**config.mk**
```make
export PLATFORM = sky130hd
export DESIGN_NAME = matmul_sequencer_flat
export DESIGN_NICKNAME = d
export VERILOG_FILES = /design/src/rtl/matmul_pkg.sv /design/src/rtl/matmul_sequencer_if.sv /design/src/rtl/matmul_skew_gen.sv /design/src/rtl/matmul_sequencer.sv /design/src/flat_wrapper.sv
export SDC_FILE = /design/constraint.sdc
export NUM_CORES = 1
export LEC_CHECK = 0
export BUFFER_PORTS_ARGS = -buffer_cell sky130_fd_sc_hd__buf_2
export CAP_MARGIN = 25
export CORE_ASPECT_RATIO = 2
export CORE_MARGIN = 3
export CORE_UTILIZATION = 29
export DETAILED_ROUTE_END_ITERATION = 6
export SYNTH_ARGS = -nofsm -noshare
export SYNTH_HDL_FRONTEND = slang
export SYNTH_HIERARCHICAL = 1
export SYNTH_SLANG_ARGS = --single-unit
```
**constraint.sdc**
```tcl
create_clock -name clk_i -period 7.2 [get_ports clk_i]
set_input_delay 0.36 -clock clk_i [delete_from_list [all_inputs] [get_ports clk_i]]
set_output_delay 0.36 -clock clk_i [all_outputs]
set_load 0.005 [all_outputs]
```
**src/rtl/matmul_pkg.sv**
```systemverilog
// Shared constants, FSM state encoding and helpers for the matmul sequencer.
package matmul_pkg;

  localparam int unsigned MAX_DIM = 4;
  localparam int unsigned DIM_W   = 2;
  localparam int unsigned CNT_W   = 5;

  typedef enum logic [2:0] {
    S_IDLE,
    S_CLEAR,
    S_FEED,
    S_WB,
    S_DONE
  } seq_state_e;

  // Feed length K+N+M-2 expressed in the minus-one dimension encoding.
  function automatic logic [CNT_W-1:0] feed_len(input logic [DIM_W-1:0] dn,
                                                input logic [DIM_W-1:0] dk,
                                                input logic [DIM_W-1:0] dm);
    return CNT_W'(dn) + CNT_W'(dk) + CNT_W'(dm) + CNT_W'(1);
  endfunction

endpackage

```
**src/rtl/matmul_sequencer_if.sv**
```systemverilog
// Control/operand bundle between the APB register block and the matmul sequencer.
// perf_cycles_o exists only when MATMUL_SEQ_PERF_CNT_EN is defined.
interface matmul_sequencer_if;
  import matmul_pkg::*;

  logic                       start_i;
  logic [DIM_W-1:0]           dim_n_i;
  logic [DIM_W-1:0]           dim_k_i;
  logic [DIM_W-1:0]           dim_m_i;
  logic                       op_wr_i;
  logic                       busy_o;
  logic                       pe_clr_o;
  logic [MAX_DIM-1:0]         a_vld_o;
  logic [MAX_DIM*DIM_W-1:0]   a_k_o;
  logic [MAX_DIM-1:0]         b_vld_o;
  logic [MAX_DIM*DIM_W-1:0]   b_k_o;
  logic                       res_we_o;
  logic [DIM_W-1:0]           res_row_o;
  logic [DIM_W-1:0]           res_col_o;
  logic                       done_o;
  logic                       err_o;
`ifdef MATMUL_SEQ_PERF_CNT_EN
  logic [15:0]                perf_cycles_o;
`endif

  modport master (
    output start_i, dim_n_i, dim_k_i, dim_m_i, op_wr_i,
    input  busy_o, pe_clr_o, a_vld_o, a_k_o, b_vld_o, b_k_o,
    input  res_we_o, res_row_o, res_col_o, done_o, err_o
`ifdef MATMUL_SEQ_PERF_CNT_EN
    , input perf_cycles_o
`endif
  );

  modport slave (
    input  start_i, dim_n_i, dim_k_i, dim_m_i, op_wr_i,
    output busy_o, pe_clr_o, a_vld_o, a_k_o, b_vld_o, b_k_o,
    output res_we_o, res_row_o, res_col_o, done_o, err_o
`ifdef MATMUL_SEQ_PERF_CNT_EN
    , output perf_cycles_o
`endif
  );

endinterface

```
**src/rtl/matmul_skew_gen.sv**
```systemverilog
// Combinational operand skew: feed step t plus dimensions -> per-lane valid and k index.
module matmul_skew_gen
  import matmul_pkg::*;
(
  input  logic [CNT_W-1:0]         t_i,
  input  logic [DIM_W-1:0]         dim_n_i,
  input  logic [DIM_W-1:0]         dim_k_i,
  input  logic [DIM_W-1:0]         dim_m_i,
  output logic [MAX_DIM-1:0]       a_vld_o,
  output logic [MAX_DIM*DIM_W-1:0] a_k_o,
  output logic [MAX_DIM-1:0]       b_vld_o,
  output logic [MAX_DIM*DIM_W-1:0] b_k_o
);

  always_comb begin
    a_vld_o = '0;
    a_k_o   = '0;
    b_vld_o = '0;
    b_k_o   = '0;
    for (int l = 0; l < MAX_DIM; l++) begin
      // Lane l lags t by l cycles; it is live while its k index lies in [0, K).
      if (t_i >= CNT_W'(l) && (t_i - CNT_W'(l)) <= CNT_W'(dim_k_i)) begin
        if (DIM_W'(l) <= dim_n_i) begin
          a_vld_o[l]               = 1'b1;
          a_k_o[l*DIM_W +: DIM_W]  = DIM_W'(t_i - CNT_W'(l));
        end
        if (DIM_W'(l) <= dim_m_i) begin
          b_vld_o[l]               = 1'b1;
          b_k_o[l*DIM_W +: DIM_W]  = DIM_W'(t_i - CNT_W'(l));
        end
      end
    end
  end

endmodule

```
**src/rtl/matmul_sequencer.sv**
```systemverilog
// Matmul control FSM: clear PEs, stream skewed operand indices, walk results, pulse done.
// Optional cycle counter enabled by MATMUL_SEQ_PERF_CNT_EN.
module matmul_sequencer
  import matmul_pkg::*;
(
  input logic               clk_i,
  input logic               rst_i,
  matmul_sequencer_if.slave bus
);

  seq_state_e               state_q;
  logic [DIM_W-1:0]         dim_n_q, dim_k_q, dim_m_q;
  logic [CNT_W-1:0]         t_q;
  logic [DIM_W-1:0]         row_q, col_q;
  logic                     busy_q, clr_q, we_q, done_q;
  logic [MAX_DIM-1:0]       a_vld_q, b_vld_q;
  logic [MAX_DIM*DIM_W-1:0] a_k_q, b_k_q;
  logic [MAX_DIM-1:0]       a_vld_nxt, b_vld_nxt;
  logic [MAX_DIM*DIM_W-1:0] a_k_nxt, b_k_nxt;

  // t_q runs one step ahead so the skew outputs can be registered.
  matmul_skew_gen u_skew (
    .t_i     (t_q),
    .dim_n_i (dim_n_q),
    .dim_k_i (dim_k_q),
    .dim_m_i (dim_m_q),
    .a_vld_o (a_vld_nxt),
    .a_k_o   (a_k_nxt),
    .b_vld_o (b_vld_nxt),
    .b_k_o   (b_k_nxt)
  );

  always_ff @(posedge clk_i or posedge rst_i) begin
    if (rst_i) begin
      state_q <= S_IDLE;
      dim_n_q <= '0;
      dim_k_q <= '0;
      dim_m_q <= '0;
      t_q     <= '0;
      row_q   <= '0;
      col_q   <= '0;
      busy_q  <= 1'b0;
      clr_q   <= 1'b0;
      we_q    <= 1'b0;
      done_q  <= 1'b0;
      a_vld_q <= '0;
      a_k_q   <= '0;
      b_vld_q <= '0;
      b_k_q   <= '0;
    end else begin
      clr_q   <= 1'b0;
      done_q  <= 1'b0;
      a_vld_q <= '0;
      a_k_q   <= '0;
      b_vld_q <= '0;
      b_k_q   <= '0;
      unique case (state_q)
        S_IDLE: begin
          if (bus.start_i) begin
            state_q <= S_CLEAR;
            dim_n_q <= bus.dim_n_i;
            dim_k_q <= bus.dim_k_i;
            dim_m_q <= bus.dim_m_i;
            t_q     <= '0;
            busy_q  <= 1'b1;
            clr_q   <= 1'b1;
          end
        end
        S_CLEAR: begin
          state_q <= S_FEED;
          a_vld_q <= a_vld_nxt;
          a_k_q   <= a_k_nxt;
          b_vld_q <= b_vld_nxt;
          b_k_q   <= b_k_nxt;
          t_q     <= t_q + CNT_W'(1);
        end
        S_FEED: begin
          if (t_q == feed_len(dim_n_q, dim_k_q, dim_m_q)) begin
            state_q <= S_WB;
            t_q     <= '0;
            row_q   <= '0;
            col_q   <= '0;
            we_q    <= 1'b1;
          end else begin
            a_vld_q <= a_vld_nxt;
            a_k_q   <= a_k_nxt;
            b_vld_q <= b_vld_nxt;
            b_k_q   <= b_k_nxt;
            t_q     <= t_q + CNT_W'(1);
          end
        end
        S_WB: begin
          if (col_q == dim_m_q) begin
            col_q <= '0;
            if (row_q == dim_n_q) begin
              state_q <= S_DONE;
              row_q   <= '0;
              we_q    <= 1'b0;
              done_q  <= 1'b1;
            end else begin
              row_q <= row_q + DIM_W'(1);
            end
          end else begin
            col_q <= col_q + DIM_W'(1);
          end
        end
        S_DONE: begin
          state_q <= S_IDLE;
          busy_q  <= 1'b0;
        end
        default: state_q <= S_IDLE;
      endcase
    end
  end

  assign bus.busy_o    = busy_q;
  assign bus.pe_clr_o  = clr_q;
  assign bus.a_vld_o   = a_vld_q;
  assign bus.a_k_o     = a_k_q;
  assign bus.b_vld_o   = b_vld_q;
  assign bus.b_k_o     = b_k_q;
  assign bus.res_we_o  = we_q;
  assign bus.res_row_o = row_q;
  assign bus.res_col_o = col_q;
  assign bus.done_o    = done_q;
  // Same-cycle flag; the DONE cycle counts as busy.
  assign bus.err_o     = busy_q & (bus.start_i | bus.op_wr_i);

`ifdef MATMUL_SEQ_PERF_CNT_EN
  logic [15:0] perf_q;

  always_ff @(posedge clk_i or posedge rst_i) begin
    if (rst_i) begin
      perf_q <= '0;
    end else if (state_q == S_IDLE && bus.start_i) begin
      perf_q <= '0;
    end else if (busy_q && perf_q != 16'hFFFF) begin
      perf_q <= perf_q + 16'd1;
    end
  end

  assign bus.perf_cycles_o = perf_q;
`endif

endmodule

```
**src/flat_wrapper.sv**
```systemverilog
// flat-port wrapper written by rule: the top's interface ports become plain ports
module matmul_sequencer_flat import matmul_pkg::*;
  (clk_i, rst_i, bus_start_i, bus_dim_n_i, bus_dim_k_i, bus_dim_m_i, bus_op_wr_i, bus_busy_o, bus_pe_clr_o, bus_a_vld_o, bus_a_k_o, bus_b_vld_o, bus_b_k_o, bus_res_we_o, bus_res_row_o, bus_res_col_o, bus_done_o, bus_err_o);
  matmul_sequencer_if bus_i ();
  input logic clk_i;
  input logic rst_i;
  input wire logic [$bits(bus_i.start_i)-1:0] bus_start_i;
  input wire logic [$bits(bus_i.dim_n_i)-1:0] bus_dim_n_i;
  input wire logic [$bits(bus_i.dim_k_i)-1:0] bus_dim_k_i;
  input wire logic [$bits(bus_i.dim_m_i)-1:0] bus_dim_m_i;
  input wire logic [$bits(bus_i.op_wr_i)-1:0] bus_op_wr_i;
  output wire logic [$bits(bus_i.busy_o)-1:0] bus_busy_o;
  output wire logic [$bits(bus_i.pe_clr_o)-1:0] bus_pe_clr_o;
  output wire logic [$bits(bus_i.a_vld_o)-1:0] bus_a_vld_o;
  output wire logic [$bits(bus_i.a_k_o)-1:0] bus_a_k_o;
  output wire logic [$bits(bus_i.b_vld_o)-1:0] bus_b_vld_o;
  output wire logic [$bits(bus_i.b_k_o)-1:0] bus_b_k_o;
  output wire logic [$bits(bus_i.res_we_o)-1:0] bus_res_we_o;
  output wire logic [$bits(bus_i.res_row_o)-1:0] bus_res_row_o;
  output wire logic [$bits(bus_i.res_col_o)-1:0] bus_res_col_o;
  output wire logic [$bits(bus_i.done_o)-1:0] bus_done_o;
  output wire logic [$bits(bus_i.err_o)-1:0] bus_err_o;
  assign bus_i.start_i = bus_start_i;
  assign bus_i.dim_n_i = bus_dim_n_i;
  assign bus_i.dim_k_i = bus_dim_k_i;
  assign bus_i.dim_m_i = bus_dim_m_i;
  assign bus_i.op_wr_i = bus_op_wr_i;
  assign bus_busy_o = bus_i.busy_o;
  assign bus_pe_clr_o = bus_i.pe_clr_o;
  assign bus_a_vld_o = bus_i.a_vld_o;
  assign bus_a_k_o = bus_i.a_k_o;
  assign bus_b_vld_o = bus_i.b_vld_o;
  assign bus_b_k_o = bus_i.b_k_o;
  assign bus_res_we_o = bus_i.res_we_o;
  assign bus_res_row_o = bus_i.res_row_o;
  assign bus_res_col_o = bus_i.res_col_o;
  assign bus_done_o = bus_i.done_o;
  assign bus_err_o = bus_i.err_o;
  matmul_sequencer u_core (.clk_i(clk_i), .rst_i(rst_i), .bus(bus_i));
endmodule
```
Yosys cells after proc, flatten, opt, wreduce, memory -nomap -nowiden
Cells that the tools add are included. Widths: inputs -> output; s select.

Multiplexer cells: 65. Equality and inequality tests: 11. Bitwise logic cells: 2. Add/subtract/negate cells: 9. Reductions and logical operators: 15. Order comparisons: 16.

Operator list (number): $mux 2 (20); $pmux 8 s2 (2); $mux 1 (25); $le 5x2->1 (4); $mux 8 (2); $pmux 4 s2 (2); $pmux 5 s3 (1); $mux 3 (4); $pmux 3 s4 (1); $add 5x1->5 const B (2); $ge 5x1->1 const B (2); $ge 5x2->1 const B (2); $mux 5 (2); $sub 5x2->5 const B (2); $le 1x2->1 const A (4); $le 2x2->1 const A (4); $mux 4 (2); $pmux 2 s2 (2); $reduce_and 2->1 (4); $reduce_and 4->1 (2); $eq 3x2->1 const B (2); $ne 2x1->1 const B (3); $add 5x2->5 (1); $eq 5x5->1 (1); other kinds (15) (22).

Register bits: 46. Input port bits: 10. Word-level logic and storage cells: 133. Output and inout bits: 33.

Depth between registers and ports, before layout
Depth in word-level cells: 6. Mapped depth: 11. Gate-level depth less buffers: 10.

Cells and area by module
Netlist, hierarchy kept.

By module, submodules not included: matmul_sequencer (cells an instance 178, area an instance 2059.5 um^2, sequential area each 1151.1 um^2, instances 1); matmul_skew_gen (cells an instance 83, area an instance 673.1 um^2, sequential area each 0.0 um^2, instances 1).

Worst setup path after synthesis
OpenSTA, ideal clock, no wires.

Path type: register to register. From: register u_core.dim_n_q[1]. To: register u_core.t_q[3]. Arrival: 2.587 ns. Setup time: 0.121 ns. Slack: 4.492 ns. Path buffers: 0. Stages on the path, launching flop included: 8. Clock period less this slack: 2.708 ns. Cells stage by stage: dfrtp_1 -> fa_1 -> fa_1 -> xor2_1 -> nor4_4 -> nand2_1 -> a31o_1 -> a22o_1.

Word-level cells in the longest chain between the ends: 6.

Ends and longest elaborated chain: from (decl) (line matmul_sequencer.sv:12) `logic [DIM_W-1:0] dim_n_q, dim_k_q, dim_m_q;`; from (signal assigned) (line matmul_sequencer.sv:61) `dim_n_q <= bus.dim_n_i;`; $add 2x2->3 (line matmul_pkg.sv:20) `return CNT_W'(dn) + CNT_W'(dk) + CNT_W'(dm) + CNT_W'(1);`; $add 5x2->5 (line matmul_pkg.sv:20); $add 5x1->5 (line matmul_pkg.sv:20); $eq 5x5->1 (line matmul_sequencer.sv:78) `if (t_q == feed_len(dim_n_q, dim_k_q, dim_m_q)) begin`; $mux 5 (line matmul_sequencer.sv:78); $pmux 5 s3 (line matmul_sequencer.sv:57) `unique case (state_q)`; to (signal assigned) (line matmul_sequencer.sv:75) `t_q <= t_q + CNT_W'(1);`; to (signal assigned) (line matmul_sequencer.sv:89) `t_q <= t_q + CNT_W'(1);`; to (decl) (line matmul_sequencer.sv:13) `logic [CNT_W-1:0] t_q;`.

No other way between the ends. A chain may end at the register's enable or synchronous reset.

Worst setup path in the final report
Same ends and word-level chain as after synthesis.

==> summary.txt <==
GRT
  • Gr ovfl total: 0
  • Number of global-route vias before repair: 2056
  • First-pass GRT wire length: 9720 µm
  • Largest net degree at the start of global routing: 47
  • Antenna violations before repair: 0
  • Total track usage: 11.8%

Timing
  • Fin. max-slew vios: 0
  • RSZ-0062 raised after global routing: no
  • Post-Route Setup TNS: 0 ps
  • Fin. Hold Viols: 0
  • Fmax: 0.319 GHz
  • Final period util: between 40% and 50%
  • Clk_skew: around 6 ps
  • Slew @ Worst Pin: approximately 860 ps
  • Final setup violating endpoints: 0
  • Worst rel slew slack: 42.5%
  • Final worst path period need: 3140 ps

Detailed routing
  • Vias per inst: approximately 5.0
  • Initial DRC count: between 80 and 90
  • WL final: 5850 µm
  • DRT antenna net count: 0
  • Vias post-DR: 2018
  • DR WL/cell: 14.5 µm
  • DRT Pass-1 Iters: 4
  • Residual DRC: 0

Floorplan
  • Core area: 9070 µm²
  • Initial Utilization: 30.1%
  • I/O Pins: 43
  • Die Y: 143 µm
  • Die area: ~11000 µm²
  • Row Count: 49
  • Die Wd: 74.6 µm

Worst setup path
  • CP Capture Type: register
  • Most common cell on crit path: fa_1
  • Critical path type: reg2reg
  • CP peak stage delay: about 780 ps
  • CP arrival: 3360 ps
  • Crit-path max FO: 27
  • Startpoint types: register
  • CP max-delay cell: a311oi_4
  • Reg2Reg Setup Slack: 4060 ps
  • CP cell instances: fa_1 -> fa_1 -> xor2_1 -> nor4_4 -> a311oi_4 -> a22o_1
  • Worst endpoint required time: 7430 ps

Yosys
  • Cells after Synth: 261
  • Asr flop ratio synth: 100%
  • Mean Syn Cell Area: 10.5 µm²
  • Seq/Total Area, Yosys: a little over two fifths
  • Synth top area share: 42.1%
  • Mapped Area: roughly 2700 µm²
  • Dominant cell type by area after synthesis: dfrtp_1
  • YS warnings: 6
  • Syn Nets: 288
  • Cell variety after synth: 54
  • Synth top area cells: dfrtp_1, and2_1, ha_1
  • Yosys reg bits: 46
  • EDFF count, synth: 0
  • Post-synth top flop: dfrtp_1

Power and ir drop
  • Leakage Power: 1.52 nW
  • Tot Pwr: 1.71 mW
  • Maximum VDD drop: 0.000158 V
  • P_int: 0.936 mW
  • PwrDens: 541 nW/µm²
  • Sw frac: 45.3%
  • Comb power frac: ~58%
  • Clock share of power: roughly 15%
  • Reg power frac: between 20% and 30%
  • P_sw: between 0.7 and 0.8 mW

Place
  • HPWL Detailed: 4340 µm
  • PortBufs: 42
  • GP Congestion: 0.805

CTS
  • CTS Sinks: 46
  • CTS root buffer: clkbuf_16
  • Clock buffer depth: 2
  • CTS buffer count: 5
  • CTS tree: built
  • Clock Pin Slew Worst Setup and Hold Paths: 60 ps
  • Setup Fix Bufs, Post-CTS: 0
  • Skew-Pair Late Insertion Delay: 290 ps
  • # resized after CTS: 0
  • H-tree Lvls: 2

Cells and area
  • Fill cell count: 942
  • Area grow syn2layout: 15.8%
  • Final #Nets: between 300 and 400
  • Share of cells above drive strength 1: a little under a quarter
  • ANT cells: 0
  • Commonest cells after routing, fill and taps aside: dfrtp_1, buf_2, and2_1, nor2_1, nand2_1
  • Most common cell after layout, fill and taps aside: dfrtp_1

Run status
  • Status: finished, final reports clean

Hold path
  • Hold Path Class: in2reg

Job
  • Maxcap violations: 0
[final cells by class]
type                    count  area [µm²]  share of cell area [%]
inverters                  14        52.6                    1.66
flip-flops and latches     46        1150                    36.4
well taps                 102         128                    4.03
clock inverters             3        40.0                    1.27
multi-input cells         189        1430                    45.1
clock buffers               5         125                    3.95
repair buffers             44         240                    7.59
[synthesized netlist by cell type, drive strengths merged, types with 7 or more instances]
cell type and number:
dfrtp 46, and2 30, nor2 20, nand2 18, ha 15, inv 14
nor4 14, xor2 10, buf 9, nor3 8, o21ai 8, nand3 7
[layer usage]
layer / track usage, % / share of wire (%) / up-vias
met5: 0 / 0 / -
met4: 5.72 / 2.9 / 0
met3: 2.82 / 4.5 / 13
met2: 22.3 / 57 / 54
met1: 11.4 / 36 / 970
li1: - / - / 981
[sequential cells by signal (all words and copies together) (netlist names)]
name                  flops
u_core/bus.a_k_o          8
u_core/bus.a_vld_o        4
u_core/bus.b_k_o          8
u_core/bus.b_vld_o        4
u_core/bus.busy_o         1
u_core/bus.done_o         1
u_core/bus.pe_clr_o       1
u_core/bus.res_col_o      2
u_core/bus.res_row_o      2
u_core/bus.res_we_o       1
u_core/dim_k_q            2
u_core/dim_m_q            2
u_core/dim_n_q            2
u_core/state_q            3
u_core/t_q                5
[power groups by stage]
stage               clock, mW  sequential [mW]  combinational (mW)
floorplan                   0            0.410               0.896
global placement            0            0.460               0.964
detailed placement          0            0.463               0.996
CTS                     0.265            0.458                1.01
global route            0.275            0.477                1.12
finish                  0.258            0.458               0.995
[path summary, 6_finish.rpt]
path,startpoint,to,cells past startpoint
hold / removal,bus_dim_n_i[0],u_core/dim_n_q[0],3
setup reg to reg,u_core/dim_n_q[1],u_core/t_q[3],6
min in group asynchronous,rst_i,u_core/bus.pe_clr_o,3
setup / recovery,u_core/dim_n_q[1],u_core/t_q[3],6
max in group asynchronous,rst_i,u_core/t_q[1],4
hold reg to reg,u_core/bus.res_we_o,u_core/bus.res_we_o,2
[critical path: cells and delay by family, from the launching register on]
| kind | cells | cell delay [ps] |
|---|---|---|
| compound gates | 2 | 1020 |
| fa+ha+maj | 2 | 1090 |
| xor+xnor | 1 | 240 |
| simple gates | 1 | 100 |
| flops | 1 | 620 |
[logic make-up (layout without fill, tap and decap cells)]
kind of cell	count (synthesis)	after routing	synth area share, %
AND/OR/NAND/NOR	121	121	26.3
XOR/XNOR	13	13	5.59
buffers and inverters	26	66	5.63
multiplexers	4	4	1.65
flip-flops	46	46	42.1
AO/OA/AOI/OAI	34	34	10.3
adder cells (fa/ha/maj)	17	17	8.33
[stage by stage]
| stage | utilization (%) | hold slack (ps) | setup slack, ps | cells | instance area [µm²] |
|---|---|---|---|---|---|
| floorplan | - | 477 | 4490 | 261 | 2730 |
| global placement | 32.7 | 491 | 4080 | 393 | 2970 |
| finish | 34.9 | 279 | 4060 | 403 | 3160 |
| global route | 34.9 | 288 | 3750 | 403 | 3160 |
| CTS | 34.5 | 275 | 4020 | 401 | 3130 |
| detailed placement | 32.7 | 488 | 4050 | 393 | 2970 |
[timing repair]
action | CTS | global route
endpoints found under the setup margin | 0 | 0
endpoints found under the hold margin | 0 | 8
hold buffers | 0 | 1
No activity file was read; power rests on OpenSTA's default activity.
